`config.mk`:
```
export PLATFORM = sky130hd
export DESIGN_NAME = gray_counter
export DESIGN_NICKNAME = d
export VERILOG_FILES = /design/src/rtl/gray_pkg.sv /design/src/rtl/gray_counter_bin2gray.sv /design/src/rtl/gray_counter.sv
export SDC_FILE = /design/constraint.sdc
export NUM_CORES = 1
export LEC_CHECK = 0
export CORE_AREA = 5 5 68 70
export DETAILED_ROUTE_END_ITERATION = 6
export DIE_AREA = 0 0 73 75
export PLACE_DENSITY_LB_ADDON = 0.1
export SLEW_MARGIN = 20
export SYNTH_ARGS = -nofsm -noshare
export SYNTH_HDL_FRONTEND = slang
export SYNTH_SLANG_ARGS = --single-unit
```
`constraint.sdc`:
```
create_clock -name clk -period 3.3 [get_ports clk]
set_clock_uncertainty 0.15 [all_clocks]
set_input_delay 0.66 -clock clk [delete_from_list [all_inputs] [get_ports clk]]
set_output_delay 0.66 -clock clk [all_outputs]
set_load 0.01 [all_outputs]
```
`src/rtl/gray_pkg.sv`:
```
// rtl/gray_pkg.sv - shared width default and FSM state type for the Gray counter
package gray_pkg;

    localparam int GRAY_SIZE = 10;

    typedef enum logic {
        IDLE = 1'b0,
        RUN  = 1'b1
    } state_t;

endpackage

```
`src/rtl/gray_counter_bin2gray.sv`:
```
// rtl/gray_counter_bin2gray.sv - combinational binary-to-Gray conversion, MSB-first
module bin2gray_
    import gray_pkg::*;
#(
    parameter int SIZE = GRAY_SIZE
) (
    input  logic [SIZE-1:0] bin,
    output logic [SIZE-1:0] gray
);

    assign gray = bin ^ (bin >> 1);

endmodule

```
`src/rtl/gray_counter.sv`:
```
// rtl/gray_counter.sv - up/down binary counter offering its Gray code over a valid/ready handshake
module gray_counter
    import gray_pkg::*;
#(
    parameter int SIZE = GRAY_SIZE
) (
    input  logic            clk,
    input  logic            rst_n,
    input  logic            start,
    input  logic            stop,
    input  logic            up_dn,
    input  logic            load,
    input  logic [SIZE-1:0] load_val,
    input  logic            out_ready,
    output logic            out_valid,
    output logic [SIZE-1:0] gray_o,
    output logic            wrap_o,
    output logic            err_o
);

    localparam logic [SIZE-1:0] ONE = {{(SIZE-1){1'b0}}, 1'b1};

    state_t          state_q;
    state_t          state_d;
    logic [SIZE-1:0] bin_q;
    logic [SIZE-1:0] bin_d;
    logic [SIZE-1:0] gray_d;
    logic [SIZE-1:0] gray_diff;
    logic            xfer;
    logic            step;
    logic            wrap_d;
    logic            hop_bad;

    assign out_valid = (state_q == RUN);
    assign xfer      = out_valid && out_ready;
    assign step      = xfer && !load;

    // stop outranks start so a simultaneous pair always lands in IDLE
    always_comb begin
        state_d = state_q;
        if (stop) begin
            state_d = IDLE;
        end else if (start) begin
            state_d = RUN;
        end
    end

    // a load swallows any coinciding transfer and never reports a wrap
    always_comb begin
        bin_d  = bin_q;
        wrap_d = 1'b0;
        if (load) begin
            bin_d = load_val;
        end else if (xfer) begin
            if (up_dn) begin
                bin_d  = bin_q + ONE;
                wrap_d = &bin_q;
            end else begin
                bin_d  = bin_q - ONE;
                wrap_d = ~|bin_q;
            end
        end
    end

    bin2gray_ #(.SIZE(SIZE)) u_bin2gray (
        .bin  (bin_d),
        .gray (gray_d)
    );

    // a legal step flips exactly one bit: diff nonzero and a power of two
    assign gray_diff = gray_d ^ gray_o;
    assign hop_bad   = (gray_diff == '0) || ((gray_diff & (gray_diff - ONE)) != '0);

    always_ff @(posedge clk or negedge rst_n) begin
        if (!rst_n) begin
            state_q <= IDLE;
            bin_q   <= '0;
            gray_o  <= '0;
            wrap_o  <= 1'b0;
            err_o   <= 1'b0;
        end else begin
            state_q <= state_d;
            bin_q   <= bin_d;
            gray_o  <= gray_d;
            wrap_o  <= wrap_d;
            if (step && hop_bad) begin
                err_o <= 1'b1;
            end
        end
    end

endmodule

```
==> flow_summary_export.csv <==
group,metric,value,unit
floorplanning,num_rows,23,
cells_and_area,drive_gt1_frac,0.4021,
hold_path,hp-class,"flip-flop to flip-flop",
setup_path,crit_top_cell,"buf_4",
global_routing,grt_pass1_vias,1914,
floorplanning,fp.dieArea,5475,um2
logic_synthesis,synth_area,1803,um2
cells_and_area,nNetsFinal,313,
clock_tree,cts.sinks,22,
setup_path,start_kind,"input pin",
logic_synthesis,synth_edf_count,0,
place,finalWeightedCongestion,0.8812,
sta,slew_headroom,0.7362,
clock_tree,path_clk_slew,0.08,ns
sta,worst_slack,-0.3481,ns
setup_path,cp_cell_sequence,"buf_8, buf_4, fa_2, mux2_2, o21a_1, inv_1, or2_2, o22ai_1, o21ai_2, buf_4, a21o_2, a2111oi_2, o211ai_1, a32o_2",
route,drt_first_pass_iters,4,
setup_path,critical_path_arrival,3.65,ns
logic_synthesis,synth.top_cell.area_share,0.3053,
setup_path,cpMaxStageDelayCell,"fa_2",
logic_synthesis,ys.flop_type,"dfrtp_1",
setup_path,critical_path.top_delay_family,"compound AO/OA/AOI/OAI gates",
global_routing,gr-total-overflow,0,
setup_path,crit_fanout,5,
logic_synthesis,synth_cell_types,61,
cells_and_area,syn2layout_area_growth,60.03,%
clock_tree,root_buffer,"clkbuf_8",
sta,tns,-0.3481,ns
outcome,status,"complete, but fails checks",
route,ant_nets,0,
hold_path,min_to,"out_valid",
sta,period_needed,3.648,ns
setup_path,critPathCaptureType,"flip-flop",
logic_synthesis,synth_cells,199,
cells_and_area,final_area,2885,um2
clock_tree,clock_latency,0.26,ns
logic_synthesis,synth_nets,225,
sta,min_period_over_period,1.105,
floorplanning,io_pins,30,
clock_tree,cts_tree,"built",
sta,fin_hold_ws,0.4972,ns
setup_path,r2r_cells,13,
cells_and_area,fin_util,0.7372,
setup_path,r2r-end,"err_o",
sta,rsz0062_at_grt,"yes",
cells_and_area,n_antenna_cell,0,
logic_synthesis,ys_seq_area_frac,0.3053,
clock_tree,clock_path_buffers,2,
place,dp_cells,324,
hold_path,hold_start,"out_valid",
cells_and_area,fill_cells,299,
logic_synthesis,synth_area_leaders,"dfrtp_1 31%, xnor2_1 6.8%, ha_1 5.6%",
hold_path,min_delay_path_depth,2,
sta,finalSetupViolations,1,
logic_synthesis,synthTopCellsByCount,"22 x dfrtp_1, 18 x nand2_1, 14 x xnor2_1",
setup_path,rrSetupSlack,-0.28,ns
logic_synthesis,postSynth.asyncResetShare,1.000,
route,vias,1867,
setup_path,required,3.31,ns
place,io_buffers,29,
logic_synthesis,synthMostInstantiatedCell,"dfrtp_1",
setup_path,path_buf_inv,4,
logic_synthesis,ys.warnings.count,0,
pwr,leakage,1.252,nW
clock_tree,numCtsBuffers,3,
setup_path,critical_path_class,"input pin to flip-flop",
global_routing,gr-usage-all-layers,0.2094,
setup_path,path_depth,14,
route,viasPerCell,5.557,
run,maxCapViolCount,0,
floorplanning,die_h,75,um
floorplanning,core,3914,um2
logic_synthesis,synth_top_area_cell,"dfrtp_1",
route,first_iter_violations,86,
route,post_drt_wl_per_cell,17.37,um
global_routing,grt_antenna_before_repair,0,
pwr,peakVddDrop,351.4,uV
cells_and_area,fin_cells,336,
pwr,p_per_area,491.5,nW/um2
logic_synthesis,syn_area_per_cell,9.060,um2
global_routing,grt_max_degree,23,
sta,hold_viol,0,
place,postPlaceCellArea,2534,um2
route,route.detailed.drc,0,
sta,final_max_slew_viol_count,0,
route,wl,5.835,mm
outcome,violations,"setup timing",
clock_tree,htreeDepth,1,
setup_path,slowest_delay,0.52,ns
sta,timing.fmax,274.1,MHz
floorplanning,fp.dieW,73,um
setup_path,reg2reg_from,"bin_q[1]",
global_routing,grt_pass1_wl,8.983,mm
sta,worst_pin_slew,0.3957,ns
logic_synthesis,ys_ff_latch,22,
floorplanning,initial_core_util,0.4607,
place,place_hpwl,4.159,mm
## where the power goes
group | switching (mW) | internal [mW] | total (mW) | leakage, nW
Combinational | 0.362 | 0.430 | 0.791 | 0.957
Clock | 0.0906 | 0.162 | 0.253 | 0.0357
Sequential | 0.0569 | 0.317 | 0.374 | 0.260
## area by class of cell
class | count | area [um2] | share of cell area
Clock buffer | 3 | 41.29 | 0.01431
Clock inverter | 1 | 30.03 | 0.01041
Inverter | 11 | 48.80 | 0.01691
Multi-Input combinational cell | 156 | 1368 | 0.4740
Sequential cell | 22 | 550.5 | 0.1908
Tap cell | 50 | 62.56 | 0.02168
Timing Repair Buffer | 93 | 784.5 | 0.2719
## metrics by stage
| stage | setup WS (ns) | total power [mW] |
|---|---|---|
| after global routing | -0.4935 | 1.503 |
| final | -0.3481 | 1.418 |
| after global placement | -0.9858 | 0.9990 |
| after floorplan | -0.5949 | 0.7210 |
| after detailed placement | -1.103 | 1.025 |
| after CTS | -0.4054 | 1.309 |
## routing by layer
metal	part of all wire	GRT usage
met1	0.41	0.2620
met5	0	0
met3	0.026	0.02670
met2	0.54	0.3724
met4	0.016	0.06967
## placed cells by master (no fill, tap or decap), types with 3 or more instances in the layout
master            n
nor3_2            5
nand2_1          18
xor2_1            5
buf_4            63
o211ai_1          3
nand2b_1          5
ha_1              4
clkdlybuf4s50_1  26
dfrtp_1          22
inv_1            10
nor3_1            6
xnor2_2           4
nand3_1           3
clkbuf_8          3
nor2_1            9
a21oi_1           6
xnor2_1          11
o21ai_0           6
ha_4              3
nand3b_1          3
## how the worst max path moves through the flow
stage,to,start,slack [ns]
floorplan,err_o,up_dn,-0.59
global placement,err_o,up_dn,-0.99
detailed placement,err_o,up_dn,-1.10
CTS,err_o,up_dn,-0.41
global route,err_o,up_dn,-0.49
finish,err_o,up_dn,-0.35
## sequential cells by signal (all words and copies together), names as in the netlist
name       flops
wrap_o         1
out_valid      1
gray_o         9
err_o          1
bin_q         10
## worst min-delay path, stage by stage (launching register included)
cell and delay (ns):
dfrtp_1 0.44, nor2_1 0.12, nor2_1 0.05
## kinds of logic (layout without fill, tap and decap cells)
family / after synthesis / after routing / synth area share
simple gates: 72 / 72 / 0.2200
compound gates: 48 / 48 / 0.2089
xor+xnor: 22 / 22 / 0.1214
flops: 22 / 22 / 0.3053
buf+inv: 21 / 108 / 0.04650
fa+ha+maj: 9 / 9 / 0.06662
mux: 5 / 5 / 0.03123
## repair_timing
| action | 4_1_cts | 5_1_grt |
|---|---|---|
| gates resized for setup | 23 | 30 |
| buffers inserted | 3 | 6 |
| endpoints found under the setup margin | 3 | 1 |
| pin swaps | 11 | 13 |
| endpoints found under the hold margin | 0 | 0 |
| hold buffers | 0 | 0 |
Power figures use the tool's default switching activity.
